==> src/rtl/mem_pkg.sv <==
// Shared types for the memory arbiter: LSU access sizes, arbiter FSM states,
// transaction owner, and the LSU alignment rule used at accept time.
package mem_pkg;

  typedef enum logic [1:0] {
    SzB   = 2'd0,
    SzH   = 2'd1,
    SzW   = 2'd2,
    SzIll = 2'd3
  } size_e;

  typedef enum logic [1:0] {
    StIdle  = 2'd0,
    StIssue = 2'd1,
    StWait  = 2'd2,
    StResp  = 2'd3
  } arb_state_e;

  typedef enum logic {
    OwnIfu = 1'b0,
    OwnLsu = 1'b1
  } owner_e;

  // Illegal size or an address not naturally aligned to the access size.
  function automatic logic misaligned(input logic [1:0] addr_lo, input logic [1:0] size);
    logic res;
    case (size)
      SzB:     res = 1'b0;
      SzH:     res = addr_lo[0];
      SzW:     res = (addr_lo != 2'b00);
      default: res = 1'b1;
    endcase
    return res;
  endfunction

endpackage

==> src/rtl/lsu_align.sv <==
// Combinational LSU lane logic.
//  addr_lo_i/size_i  byte offset and access size
//  uns_i             load zero-extend (1) / sign-extend (0)
//  wdata_i           right-justified store data
//  rdata_i           raw RAM word
//  wmask_o/wdata_o   byte enables and lane-replicated store data
//  misalign_o        access violates size/alignment rules
//  rdata_o           extracted and extended load data
module lsu_align
  import mem_pkg::*;
(
  input  logic [1:0]  addr_lo_i,
  input  logic [1:0]  size_i,
  input  logic        uns_i,
  input  logic [31:0] wdata_i,
  input  logic [31:0] rdata_i,
  output logic [3:0]  wmask_o,
  output logic [31:0] wdata_o,
  output logic        misalign_o,
  output logic [31:0] rdata_o
);

  logic [31:0] shifted;

  assign misalign_o = misaligned(addr_lo_i, size_i);
  assign shifted    = rdata_i >> {addr_lo_i, 3'b000};

  always_comb begin
    wmask_o = 4'b0000;
    wdata_o = '0;
    rdata_o = rdata_i;
    case (size_i)
      SzB: begin
        wmask_o = 4'b0001 << addr_lo_i;
        wdata_o = {4{wdata_i[7:0]}};
        rdata_o = uns_i ? {24'd0, shifted[7:0]} : {{24{shifted[7]}}, shifted[7:0]};
      end
      SzH: begin
        wmask_o = addr_lo_i[1] ? 4'b1100 : 4'b0011;
        wdata_o = {2{wdata_i[15:0]}};
        rdata_o = uns_i ? {16'd0, shifted[15:0]} : {{16{shifted[15]}}, shifted[15:0]};
      end
      SzW: begin
        wmask_o = 4'b1111;
        wdata_o = wdata_i;
        rdata_o = rdata_i;
      end
      default: ;
    endcase
  end

endmodule

==> src/rtl/mem_arbiter.sv <==
// Round-robin arbiter sharing the single-port data RAM between IFU and LSU.
// One transaction in flight: accept (IDLE) -> ISSUE -> WAIT -> RESP.
//  ifu_*  fetch request/response (word reads only)
//  lsu_*  load/store request/response with sub-word handling and error reply
//  ram_*  RAM master port; ram_rdata_i valid RAM_LAT cycles after ram_en_o
module mem_arbiter
  import mem_pkg::*;
#(
  parameter int unsigned RAM_LAT = 1
) (
  input  logic        clk_i,
  input  logic        rst_ni,
  input  logic        ifu_req_valid_i,
  output logic        ifu_req_ready_o,
  input  logic [31:0] ifu_addr_i,
  output logic        ifu_resp_valid_o,
  output logic [31:0] ifu_rdata_o,
  input  logic        lsu_req_valid_i,
  output logic        lsu_req_ready_o,
  input  logic        lsu_we_i,
  input  logic [31:0] lsu_addr_i,
  input  logic [31:0] lsu_wdata_i,
  input  logic [1:0]  lsu_size_i,
  input  logic        lsu_unsigned_i,
  output logic        lsu_resp_valid_o,
  output logic [31:0] lsu_rdata_o,
  output logic        lsu_resp_err_o,
  output logic        ram_en_o,
  output logic        ram_we_o,
  output logic [3:0]  ram_wmask_o,
  output logic [31:0] ram_addr_o,
  output logic [31:0] ram_wdata_o,
  input  logic [31:0] ram_rdata_i
);

  arb_state_e  state_q, state_d;
  logic [1:0]  cnt_q, cnt_d;
  owner_e      owner_q, last_grant_q;
  logic [31:0] addr_q, wdata_q, ifu_rdata_q, lsu_rdata_q;
  logic [1:0]  size_q;
  logic        we_q, uns_q, err_q;

  logic        grant_lsu, grant_ifu, in_idle, hs_ifu, hs_lsu;
  logic        resp_ifu, resp_lsu;
  logic [1:0]  al_addr_lo, al_size;
  logic [3:0]  al_wmask;
  logic [31:0] al_wdata, al_rdata, lsu_resp_data;
  logic        al_misalign;

  // Tie goes to whoever was not granted last; last_grant resets to IFU so LSU wins first.
  assign grant_lsu = lsu_req_valid_i & (~ifu_req_valid_i | (last_grant_q == OwnIfu));
  assign grant_ifu = ifu_req_valid_i & ~grant_lsu;
  // Gating with rst_ni keeps readies low while reset is held.
  assign in_idle   = (state_q == StIdle) & rst_ni;

  assign ifu_req_ready_o = in_idle & grant_ifu;
  assign lsu_req_ready_o = in_idle & grant_lsu;
  assign hs_ifu = ifu_req_valid_i & ifu_req_ready_o;
  assign hs_lsu = lsu_req_valid_i & lsu_req_ready_o;

  // In IDLE the aligner checks the incoming request; afterwards it serves the latched one.
  assign al_addr_lo = (state_q == StIdle) ? lsu_addr_i[1:0] : addr_q[1:0];
  assign al_size    = (state_q == StIdle) ? lsu_size_i      : size_q;

  lsu_align u_lsu_align (
    .addr_lo_i  (al_addr_lo),
    .size_i     (al_size),
    .uns_i      (uns_q),
    .wdata_i    (wdata_q),
    .rdata_i    (ram_rdata_i),
    .wmask_o    (al_wmask),
    .wdata_o    (al_wdata),
    .misalign_o (al_misalign),
    .rdata_o    (al_rdata)
  );

  // State register.
  always_ff @(posedge clk_i or negedge rst_ni) begin
    if (!rst_ni) begin
      state_q <= StIdle;
      cnt_q   <= '0;
    end else begin
      state_q <= state_d;
      cnt_q   <= cnt_d;
    end
  end

  // Next-state logic.
  always_comb begin
    state_d = state_q;
    cnt_d   = cnt_q;
    unique case (state_q)
      StIdle: begin
        if (hs_lsu)      state_d = al_misalign ? StResp : StIssue;
        else if (hs_ifu) state_d = StIssue;
      end
      StIssue: begin
        if ((owner_q == OwnLsu && we_q) || RAM_LAT <= 1) begin
          state_d = StResp;
        end else begin
          state_d = StWait;
          cnt_d   = 2'(RAM_LAT - 1);
        end
      end
      StWait: begin
        // Leaving on cnt==1 puts RESP exactly RAM_LAT cycles after ISSUE.
        if (cnt_q <= 2'd1) state_d = StResp;
        else               cnt_d   = cnt_q - 2'd1;
      end
      StResp:  state_d = StIdle;
      default: state_d = StIdle;
    endcase
  end

  // Request latch, arbitration history and response data hold registers.
  always_ff @(posedge clk_i or negedge rst_ni) begin
    if (!rst_ni) begin
      owner_q      <= OwnIfu;
      last_grant_q <= OwnIfu;
      addr_q       <= '0;
      wdata_q      <= '0;
      size_q       <= '0;
      we_q         <= 1'b0;
      uns_q        <= 1'b0;
      err_q        <= 1'b0;
      ifu_rdata_q  <= '0;
      lsu_rdata_q  <= '0;
    end else begin
      if (hs_lsu) begin
        owner_q      <= OwnLsu;
        last_grant_q <= OwnLsu;
        addr_q       <= lsu_addr_i;
        wdata_q      <= lsu_wdata_i;
        size_q       <= lsu_size_i;
        we_q         <= lsu_we_i;
        uns_q        <= lsu_unsigned_i;
        err_q        <= al_misalign;
      end else if (hs_ifu) begin
        owner_q      <= OwnIfu;
        last_grant_q <= OwnIfu;
        addr_q       <= ifu_addr_i;
        wdata_q      <= '0;
        size_q       <= SzW;
        we_q         <= 1'b0;
        uns_q        <= 1'b0;
        err_q        <= 1'b0;
      end
      if (resp_ifu) ifu_rdata_q <= ram_rdata_i;
      if (resp_lsu) lsu_rdata_q <= lsu_resp_data;
    end
  end

  // Outputs.
  assign resp_ifu      = (state_q == StResp) & (owner_q == OwnIfu);
  assign resp_lsu      = (state_q == StResp) & (owner_q == OwnLsu);
  assign lsu_resp_data = (err_q | we_q) ? 32'd0 : al_rdata;

  always_comb begin
    ram_en_o    = 1'b0;
    ram_we_o    = 1'b0;
    ram_wmask_o = 4'b0000;
    ram_addr_o  = '0;
    ram_wdata_o = '0;
    if (state_q == StIssue) begin
      ram_en_o   = 1'b1;
      ram_addr_o = {addr_q[31:2], 2'b00};
      if (owner_q == OwnLsu && we_q) begin
        ram_we_o    = 1'b1;
        ram_wmask_o = al_wmask;
        ram_wdata_o = al_wdata;
      end
    end
  end

  // Response data is live during the pulse and held afterwards.
  assign ifu_resp_valid_o = resp_ifu;
  assign ifu_rdata_o      = resp_ifu ? ram_rdata_i : ifu_rdata_q;
  assign lsu_resp_valid_o = resp_lsu;
  assign lsu_resp_err_o   = resp_lsu & err_q;
  assign lsu_rdata_o      = resp_lsu ? lsu_resp_data : lsu_rdata_q;

endmodule

==> config.mk <==
export PLATFORM = sky130hd
export DESIGN_NAME = mem_arbiter
export DESIGN_NICKNAME = d
export VERILOG_FILES = /design/src/rtl/mem_pkg.sv /design/src/rtl/lsu_align.sv /design/src/rtl/mem_arbiter.sv
export SDC_FILE = /design/constraint.sdc
export NUM_CORES = 1
export LEC_CHECK = 0
export CAP_MARGIN = 20
export CORE_MARGIN = 5
export CORE_UTILIZATION = 40
export DETAILED_ROUTE_END_ITERATION = 10
export PLACE_DENSITY = 0.84
export SYNTH_ARGS = -nofsm -noshare
export SYNTH_HDL_FRONTEND = slang
export SYNTH_HIERARCHICAL = 1
export SYNTH_SLANG_ARGS = --single-unit
==> constraint.sdc <==
create_clock -name clk_i -period 2.8 [get_ports clk_i]
set_input_delay 0.28 -clock clk_i [delete_from_list [all_inputs] [get_ports clk_i]]
set_output_delay 0.28 -clock clk_i [all_outputs]
set_load 0.02 [all_outputs]
After elaboration in Yosys (flattened, before gate mapping). Index checks and enable logic that the tools add are counted.

Register bits: 138. Bits in latches: 0. RAM bits: 0. Bits in read-only memories: 0. Output and inout port bits: 139. Word-level logic and storage cells: 81. Memories kept: 0.

Add/subtract/negate cells: 1. $mul: 0. Div/mod/pow operators: 0. Order comparisons: 1. Equality and inequality tests: 7. Shifts and indexed selects: 2. Mux-type cells: 36. Bitwise gates (word level): 16. Reduce and logical (&&, ||, !) cells: 7.

Operator list (number): two-way mux 32 bit (12); one-hot mux 32 bit (3 select lines) (1); one-hot mux 32 bit (2 select lines) (1); right shift 32 x 5 -> 16 bit (1); two-way mux 2 bit (8); two-way mux 4 bit (3); one-hot mux 4 bit (3 select lines) (1); bitwise AND 1 bit (10); two-way mux 1 bit (8); one-hot mux 2 bit (4 select lines) (1); equality test 2 bit (second input constant) (3); equality test 2 x 1 -> 1 bit (second input constant) (2); logical NOT 2 bit (2); NOT 1 bit (4); AND reduction 2 bit (2); nonzero test 2 bit (2); << shifter 1 x 2 -> 4 bit (first input constant) (1); inequality test 3 bit (second input constant) (1); one-hot mux 1 bit (3 select lines) (1); less-or-equal comparator 2 x 1 -> 1 bit (second input constant) (1); inequality test 2 bit (second input constant) (1); OR 1 bit (2); subtractor 2 x 1 -> 2 bit (second input constant) (1); logical AND 1 bit (1).

Depth between registers and ports, before layout. Gate-level depths: netlist of run 1.

Depth after elaboration: 10. Mapped depth: 12. Mapped depth without buffers: 9.

Hierarchy. Netlist of run 1, hierarchy kept.

By module, submodules not included: mem_arbiter (instances 1, cells each 448, area each 5850.6 µm², sequential area each 3453.3 µm²); lsu_align (instances 1, cells each 213, area each 1261.2 µm², sequential area each 0.0 µm²).

Least setup slack after synthesis of run 1. OpenSTA, ideal clock, no wires.

Path kind: reg-to-output. From: reg state_q[0]. To: out lsu_rdata_o[23]. Data arrival time: 2.597 ns. Required time: 2.520 ns. Path slack: -0.077 ns. Cell stages (with the launch flop): 12. Path through: dfrtp_1 > inv_1 > ha_1 > buf_4 > mux2_2 > buf_4 > mux2i_1 > mux4_2 > nor3_4 > buf_6 > a21o_1 > a22o_1.

Longest elaborated chain between the ends: 7. Elaborated cells on any way between the ends: 13. Those cells by class: eq/ne (2); shift (1); mux (7); bitwise (1); reduce/logical (2).

Ends and longest elaborated chain: from (decl) (line mem_arbiter.sv:36) `arb_state_e state_q, state_d;`; from (signal assigned) (line mem_arbiter.sv:80) `state_q <= StIdle;`; from (signal assigned) (line mem_arbiter.sv:83) `state_q <= state_d;`; logical NOT 2 bit (*) (line mem_arbiter.sv:62) `assign al_addr_lo = (state_q == StIdle) ? lsu_addr_i[1:0] : addr_q[1:0];`; two-way mux 2 bit (*) (line mem_arbiter.sv:62); via al_addr_lo[0] (line mem_arbiter.sv:45) `logic [1:0] al_addr_lo, al_size;`; right shift 32 x 5 -> 16 bit (*) (line lsu_align.sv:26) `assign shifted = rdata_i >> {addr_lo_i, 3'b000};`; two-way mux 32 bit, on equally long branches (line lsu_align.sv:41, lsu_align.sv:36); one-hot mux 32 bit (2 select lines) (*) (line lsu_align.sv:32) `case (size_i)`; via al_rdata[23] (line mem_arbiter.sv:47) `logic [31:0] al_wdata, al_rdata, lsu_resp_data;`; two-way mux 32 bit (*) (line mem_arbiter.sv:156) `assign lsu_resp_data = (err_q | we_q) ? 32'd0 : al_rdata;`; two-way mux 32 bit (*); to (decl) (line mem_arbiter.sv:26) `output logic [31:0] lsu_rdata_o,`.

Mark *: on every way through the listed nets, which the timed path passes. The rest lies on a longest branch.

Final worst setup path of run 1.
From: reg state_q[0]. To: out lsu_rdata_o[8].

Elaborated cells on any way between the ends: 13. Those cells by class: eq/ne (2); shift (1); mux (7); bitwise (1); reduce/logical (2).

RTL lines: logical NOT 2 bit (*) (line mem_arbiter.sv:63) `assign al_size = (state_q == StIdle) ? lsu_size_i : size_q;`; two-way mux 2 bit (*) (line mem_arbiter.sv:63); via al_size[0] (line mem_arbiter.sv:45); equality test 2 x 1 -> 1 bit / logical NOT 2 bit (equally long branches) (line lsu_align.sv:32); one-hot mux 32 bit (2 select lines) (*) (line lsu_align.sv:32); via al_rdata[8] (line mem_arbiter.sv:47); two-way mux 32 bit (*) (line mem_arbiter.sv:156); two-way mux 32 bit (*).

Marks and branches as above.

==> results of run 1 <==
-- logic make-up (layout without fill, tap and decap cells) --
| group | Yosys count | count (layout) |
|---|---|---|
| AOI/OAI and AO/OA | 204 | 204 |
| and+or+nand+nor | 188 | 188 |
| DFF | 138 | 138 |
| buffers and inverters | 66 | 378 |
| muxes | 57 | 57 |
| adders and majority gates | 6 | 6 |
| other | 1 | 4 |
| xor gates and xnor gates | 1 | 1 |
-- final cells by class --
cell class / instances / area [um2]
clock buffer: 18 / 439
inverter: 8 / 30.0
fill: 1343 / 6040
clock inverter: 14 / 171
multi-input combinational: 458 / 3580
antenna: 2 / 5.00
tap: 225 / 282
sequential: 138 / 3450
timing repair buffer: 338 / 3360
-- sequential cells by signal (all words and copies together), names as in the netlist --
name          count
addr_q           32
cnt_q             2
err_q             1
ifu_rdata_q      32
last_grant_q      1
lsu_rdata_q      32
size_q            2
state_q           2
uns_q             1
wdata_q          32
we_q              1
-- power groups by stage --
stage | Sequential [mW] | Combinational (mW) | Clock, mW
final | 3.19 | 7.70 | 2.33
after global routing | 3.28 | 8.22 | 2.45
after CTS | 3.19 | 7.60 | 2.38
after detailed placement | 3.21 | 7.28 | 0
after global placement | 3.18 | 7.15 | 0
after floorplan | 3.08 | 4.33 | 0
-- worst paths after layout --
path | start | end | slack (ns) | depth (start not counted)
max | state_q[0] | lsu_rdata_o[8] | -0.33 | 11
min | rst_ni | addr_q[0] | 0.33 | 2
max reg2reg | state_q[0] | lsu_rdata_q[17] | 0.27 | 11
min reg2reg | cnt_q[0] | cnt_q[0] | 0.48 | 1
max in group asynchronous | rst_ni | lsu_rdata_q[16] | 0.54 | 4
min in group clk_i | lsu_wdata_i[21] | wdata_q[21] | 0.46 | 2
-- metal layers --
| metal | up-vias | routed length, um | track usage (%) |
|---|---|---|---|
| li1 | 2991 | - | - |
| met1 | 3211 | 9870 | 29.8 |
| met2 | 273 | 12000 | 38.1 |
| met3 | 70 | 1740 | 5.36 |
| met4 | 0 | 1030 | 9.66 |
| met5 | - | 0 | 0 |
-- synth_stat cells, types with 2 or more instances --
| cell type | n | share of area [%] |
|---|---|---|
| sky130_fd_sc_hd__and2_1 | 84 | 7.4 |
| sky130_fd_sc_hd__and3_1 | 2 | 0.18 |
| sky130_fd_sc_hd__o21ai_0 | 34 | 2.4 |
| sky130_fd_sc_hd__buf_6 | 2 | 0.32 |
| sky130_fd_sc_hd__and2_0 | 23 | 2.0 |
| sky130_fd_sc_hd__o21a_1 | 2 | 0.21 |
| sky130_fd_sc_hd__a21oi_1 | 36 | 2.5 |
| sky130_fd_sc_hd__nand2_1 | 28 | 1.5 |
| sky130_fd_sc_hd__ha_1 | 6 | 1.1 |
| sky130_fd_sc_hd__nor4_1 | 2 | 0.18 |
| sky130_fd_sc_hd__nand3b_1 | 8 | 0.84 |
| sky130_fd_sc_hd__mux2_2 | 36 | 5.7 |
| sky130_fd_sc_hd__a22o_1 | 68 | 8.4 |
| sky130_fd_sc_hd__nand2b_1 | 2 | 0.18 |
| sky130_fd_sc_hd__nor2_1 | 11 | 0.58 |
| sky130_fd_sc_hd__a221o_1 | 32 | 4.5 |
| sky130_fd_sc_hd__buf_4 | 5 | 0.53 |
| sky130_fd_sc_hd__inv_1 | 8 | 0.42 |
| sky130_fd_sc_hd__a21o_1 | 24 | 2.5 |
| sky130_fd_sc_hd__buf_2 | 22 | 1.5 |
| sky130_fd_sc_hd__nor3_1 | 2 | 0.14 |
| sky130_fd_sc_hd__nor2b_1 | 20 | 1.8 |
| sky130_fd_sc_hd__dfrtp_1 | 138 | 49 |
| sky130_fd_sc_hd__clkbuf_1 | 28 | 1.5 |
| sky130_fd_sc_hd__mux2i_1 | 20 | 2.8 |
-- through the flow --
| stage | worst slack [ns] | utilization, % | cells | hold WS [ns] |
|---|---|---|---|---|
| 6_report | -0.326 | 65.2 | 1201 | 0.329 |
| 5_1_grt | -0.469 | 65.2 | 1200 | 0.326 |
| 4_1_cts | -0.353 | 64.2 | 1193 | 0.340 |
| 3_5_place_dp | -0.665 | 59.9 | 1149 | 0.123 |
| 3_3_place_gp | -0.541 | 59.9 | 1149 | 0.124 |
| 2_1_floorplan | 0.0233 | - | 662 | -0.0156 |
-- worst max-delay path, cell delays in order (launching register included) --
cell and delay, ns:
sky130_fd_sc_hd__dfrtp_1 0.39, sky130_fd_sc_hd__inv_2 0.09, sky130_fd_sc_hd__ha_4 0.15, sky130_fd_sc_hd__buf_4 0.12, sky130_fd_sc_hd__mux2_4 0.34, sky130_fd_sc_hd__buf_6 0.14
sky130_fd_sc_hd__nor4_1 0.35, sky130_fd_sc_hd__nor3_2 0.06, sky130_fd_sc_hd__buf_4 0.18, sky130_fd_sc_hd__a21oi_1 0.15, sky130_fd_sc_hd__a22o_1 0.18, sky130_fd_sc_hd__clkdlybuf4s15_2 0.28
-- what timing repair did --
| item | CTS | global route |
|---|---|---|
| setup endpoints to repair | 68 | 98 |
| buffers inserted | 9 | 5 |
| cloned | 2 | 1 |
| resized for setup | 286 | 102 |
| hold buffers | 1 | 0 |
| pin swaps | 10 | 5 |
| endpoints found under the hold margin | 12 | 0 |
==> reports/results.txt, run 1 <==
outcome -> finished with violations
failing checks -> setup timing
post-synthesis instance total -> 661
Wirelength per Cell -> 20.5 um
post-synthesis register bit count -> 138
count of clock tree sinks -> 138
switching component of the power -> 5.17 mW
endpoint type of the worst setup path -> output pin
worst vdd ir -> 0.000670 V
Slew Viols, Final -> 0
main combinational cell family by area after synthesis -> compound AO/OA/AOI/OAI gates
Fmax -> 320 MHz
design internal power -> 8.06 mW
xor and xnor fraction of the mapped netlist area -> 0.123%
Final Net Count -> 1103
count of cell types in the netlist -> 43
share of the yosys chip area belonging to registers -> 48.6%
total clock buffers created by CTS -> 17
initial core utilization -> 41.0%
number of enable-type register cells in the synthesized netlist -> 0
post-layout min period -> 3.13 ns
area of the die -> 20500 um2
accumulated negative setup slack -> -8.19 ns
number of levels the H-tree was split into -> 4
ratio of routed vias to standard cells -> 5.45
mean area per synthesized cell -> 10.8 um2
detailed placement HPWL -> 16900 um
pin slew with the least headroom to its limit -> 0.918 ns
number of global-route vias before repair -> 6690
final critical-path share of the clock period -> 112%
switching power as a share of total power -> 39.1%
Worst-Skew Late Latency -> 0.42 ns
Antenna Nets Post-Route -> 0
dominant synthesized flop cell -> sky130_fd_sc_hd__dfrtp_1
required time at the worst-slack endpoint -> 2.52 ns
Post-Synth Adder-Cell Area -> 1.06%
global-route wire length before repair -> 37200 um
minimum setup slack in the final design -> -0.326 ns
post-route design area -> 11300 um2
Fin. Hold Viols -> 0
share of power burned in registers -> 24.1%
fraction of power consumed by the clock network -> 17.6%
1st-pass router iterations -> 5
simple-gate area share of the yosys netlist -> 15.5%
count of vias placed by the detailed router -> 6545
Max Fanout on Critical Path -> 8
most common cell after layout, fill and taps aside -> sky130_fd_sc_hd__clkdlybuf4s50_1
placement-stage cell area -> 10400 um2
count of yosys warnings during synthesis -> 6
I/O pins -> 275
setup violation total in the final timing report -> 32
total length of routed wires -> 24600 um
Area growth syn-to-layout -> 59.1%
ratio of cells with drive above 1 in the final layout -> 24.9%
commonest cells after routing, fill and taps aside -> sky130_fd_sc_hd__clkdlybuf4s50_1 (171), sky130_fd_sc_hd__dfrtp_1 (138), sky130_fd_sc_hd__and2_1 (76)
synthesized cell area -> 7110 um2
die width -> 143 um
data arrival time at the worst-slack endpoint -> 2.85 ns
first-iteration detailed-routing DRC count -> 441
kind of path behind the tightest hold check -> input port to async pin
standby leakage power -> 5.40 nW
worst rel slew slack -> 38.8%
max cap viols -> 0
post-synthesis async set-or-reset flop share -> 100%
CTS Root Buffer Type -> sky130_fd_sc_hd__clkbuf_16
Pwr Density -> 1170 nW/um2
total global routing track utilization -> 23.2%
Die Height -> 143 um
number of antenna violations at the first check in global routing -> 1
largest net degree at the start of global routing -> 70
multiplexer fraction of the synthesized cell area -> 8.83%
clock tree from TritonCTS -> built
IO buf count -> 272
setup repair after global routing missed its margin -> true
total core area -> 17400 um2
row count -> 48
critical path start-end classification -> flop to output pin
Total Power -> 13.2 mW
total DRC errors in the routed layout -> 0
Bufs on Longest Clock Path -> 2
share of power burned in combinational logic -> 58.2%
clock skew after layout -> 0.00798 ns
clock-pin slew of the registers on the worst-case setup and hold paths -> 0.06 ns
leftover overflow at the end of global routing -> 0
routability-driven placement congestion ratio -> 0.853
compound-cell area share of the yosys netlist -> 21.5%
nature of the critical path startpoint -> flop
Note: power is estimated with default switching activity, not from simulation.
==> run 2, diff against run 1 <==
--- a/config.mk
+++ b/config.mk
@@ -10,6 +10,7 @@
 export CORE_UTILIZATION = 40
 export DETAILED_ROUTE_END_ITERATION = 10
 export PLACE_DENSITY = 0.84
+export SLEW_MARGIN = 5
 export SYNTH_ARGS = -nofsm -noshare
 export SYNTH_HDL_FRONTEND = slang
 export SYNTH_HIERARCHICAL = 1
==> results of run 2 <==
No change in the layout: final DEF, timing and power equal those of run 1.
==> run 3, diff against run 2 <==
--- a/config.mk
+++ b/config.mk
@@ -10,6 +10,8 @@
 export CORE_UTILIZATION = 40
 export DETAILED_ROUTE_END_ITERATION = 10
 export PLACE_DENSITY = 0.84
+export REMOVE_ABC_BUFFERS = 1
+export SETUP_SLACK_MARGIN = 0.1
 export SLEW_MARGIN = 5
 export SYNTH_ARGS = -nofsm -noshare
 export SYNTH_HDL_FRONTEND = slang
==> run 3 against run 2 <==
  * The run still ends with setup timing left
  * Sequential cell count did not move
  * Global-route usage rose by 1.4 points
  * Clock skew rose by 0.0048 ns
  * Total power rose by 7.8%
  * Non-clock buffer count rose by 39
  * Sequential share of layout area fell by 1.4 points
  * Sequential power barely moved
==> reports/results.txt, run 3 (synthesized netlist as in run 1, its figures left out) <==
clock skew after layout -> 0.0127 ns (+0.00475 ns)
Wirelength per Cell -> 21.3 um (+3.7%)
Pwr Density -> 1200 nW/um2 (+2.8%)
area of the die -> 20500 um2 (unchanged)
Critical Path Source -> state_q[1]
Bufs on Longest Clock Path -> 2 (unchanged)
count of vias placed by the detailed router -> 6872 (+5.0%)
final critical-path share of the clock period -> 115% (+3.5 points)
Post-Route Hold Slack -> 0.0467 ns (-0.283 ns)
Worst path slowest cell -> sky130_fd_sc_hd__mux4_2
placement-stage cell area -> 10300 um2 (-1.1%)
total global routing track utilization -> 24.7% (+1.4 points)
dominant cell type by count on the critical path -> sky130_fd_sc_hd__buf_12
total DRC errors in the routed layout -> 0 (unchanged)
worst vdd ir -> 0.000624 V (-6.8%)
post-route design area -> 11900 um2 (+4.8%)
pin slew with the least headroom to its limit -> 0.802 ns (-0.116 ns)
clock tree from TritonCTS -> built
count of clock tree sinks -> 138 (unchanged)
endpoint type of the worst setup path -> output pin
Area growth syn-to-layout -> 66.8%
hold-fix buffers at CTS -> 0 (-1)
routability-driven placement congestion ratio -> 0.877 (+2.8%)
most common cell after layout, fill and taps aside -> sky130_fd_sc_hd__clkdlybuf4s50_1
setup violation total in the final timing report -> 41 (+28%)
leftover overflow at the end of global routing -> 0 (unchanged)
die width -> 143 um (unchanged)
post-layout min period -> 3.22 ns (+0.0980 ns)
standby leakage power -> 5.54 nW (+2.5%)
Max Fanout on Critical Path -> 8 (unchanged)
total core area -> 17400 um2 (unchanged)
nature of the critical path startpoint -> flop
initial core utilization -> 41.0% (unchanged)
commonest cells after routing, fill and taps aside -> sky130_fd_sc_hd__clkdlybuf4s50_1 (166), sky130_fd_sc_hd__dfrtp_1 (138), sky130_fd_sc_hd__and2_1 (71)
I/O pins -> 275 (unchanged)
max cap viols -> 0 (unchanged)
setup repair after global routing missed its margin -> true
global-route wire length before repair -> 39400 um (+5.9%)
kind of path behind the tightest hold check -> input port to async pin
Die Height -> 143 um (unchanged)
clock-pin slew of the registers on the worst-case setup and hold paths -> 0.05 ns (about the same)
detailed placement HPWL -> 16600 um (-1.9%)
critical path start-end classification -> flop to output pin
required time at the worst-slack endpoint -> 2.52 ns (about the same)
total length of routed wires -> 26300 um (+7.0%)
ratio of routed vias to standard cells -> 5.55 (+1.8%)
1st-pass router iterations -> 7 (+2)
buffers plus inverters on the worst setup path -> 4 (-1)
Filler Cell Count -> 1319 (-1.8%)
outcome -> finished with violations
Fin. Hold Viols -> 0 (unchanged)
worst rel slew slack -> 46.5% (+7.7 points)
CTS Root Buffer Type -> sky130_fd_sc_hd__clkbuf_16
Top delay family on crit path -> multiplexers
total clock buffers created by CTS -> 17 (unchanged)
failing checks -> setup timing
number of global-route vias before repair -> 7090 (+6.0%)
first-iteration detailed-routing DRC count -> 444 (+0.68%)
Critical R2R Launch -> state_q[1]
IO buf count -> 272 (unchanged)
number of antenna violations at the first check in global routing -> 2 (+1)
Fmax -> 310 MHz (-3.0%)
data arrival time at the worst-slack endpoint -> 2.94 ns (+0.09 ns)
cell-by-cell listing of the critical path -> inv_2, ha_4, mux2_4, mux2i_4, mux4_2, nor3_4, buf_12, buf_12, a21o_1, a22o_1, buf_6
Final Net Count -> 1142 (+3.5%)
Worst-Skew Late Latency -> 0.42 ns (about the same)
slowest stage delay, CP -> 0.49 ns (+0.10 ns)
row count -> 48 (unchanged)
ratio of cells with drive above 1 in the final layout -> 33.6% (+8.6 points)
largest net degree at the start of global routing -> 139 (+99%)
Antenna Nets Post-Route -> 0 (unchanged)
minimum setup slack in the final design -> -0.424 ns (-0.0980 ns)
number of levels the H-tree was split into -> 4 (unchanged)
Slew Viols, Final -> 0 (unchanged)
[run 3: changes by cell type in the layout (fill, tap and decap cells not counted), sizes merged]
cell,change
buf,+57
bufbuf,-1
bufinv,-1
clkbuf,+25
clkdlybuf4s15,-6
clkdlybuf4s50,-5
clkinvlp,-2
dlygate4sd3,-1
dlymetal6s2s,-27
inv,-1
[run 3: what timing repair did]
action,CTS,global route
endpoints found under the setup margin,101,101
pin swaps,32,17
setup buffers,39,18
gates resized for setup,478,144
cloned,5,2
[run 3: layer usage]
| layer | up-vias | GRT usage (%) | share of wire, % |
|---|---|---|---|
| li1 | 3073 | - | - |
| met1 | 3436 | 30.8 | 39 |
| met2 | 310 | 41.3 | 50 |
| met3 | 53 | 7.09 | 8.6 |
| met4 | 0 | 8.47 | 2.8 |
| met5 | - | 0 | 0 |
[run 3: through the flow]
step	total power, mW	setup TNS (ns)	setup slack, ns	utilization [%]	std cells
after floorplan	7.10	-295.71	-3.06	-	604
after detailed placement	10.4	-20.31	-0.649	59.2	1144
after CTS	13.8	-9.36	-0.473	66.8	1219
after global placement	10.2	-21.26	-0.875	59.2	1143
final	14.3	-9.89	-0.424	68.4	1239
after global routing	15.0	-14.66	-0.530	68.4	1239
[run 3: path summary, 6_finish.rpt]
kind | end | slack [ns] | cells after the start
setup / recovery | lsu_rdata_o[29] | -0.42 | 11
hold / removal | addr_q[0] | 0.05 | 2
setup reg to reg | lsu_rdata_q[27] | 0.16 | 12
hold reg to reg | cnt_q[0] | 0.48 | 1
max in group asynchronous | lsu_rdata_q[6] | 2.14 | 2
min in group clk_i | last_grant_q | 0.16 | 2
[run 3: final cells by class]
class,count,area (um2),area share (%)
repair buffers,377,3820,32.2
diodes,2,5.00,0.0422
clock inverters,10,118,0.991
flip-flops and latches,138,3450,29.1
multi-input cells,458,3690,31.1
clock buffers,21,470,3.97
well taps,225,282,2.37
inverters,8,30.0,0.253
[run 3: worst reg2reg max path: cells and delay by family (launching register included)]
family | cells | cell delay (ns)
mux | 3 | 1.06
simple gates | 1 | 0.17
flops | 1 | 0.40
fa+ha+maj | 1 | 0.14
buf+inv | 5 | 0.57
compound gates | 2 | 0.26
[run 3: power breakdown]
group / internal (mW) / switching [mW]
sequential: 2.82 / 0.368
clock: 1.38 / 0.879
combinational: 4.45 / 4.37
total: 8.65 / 5.61
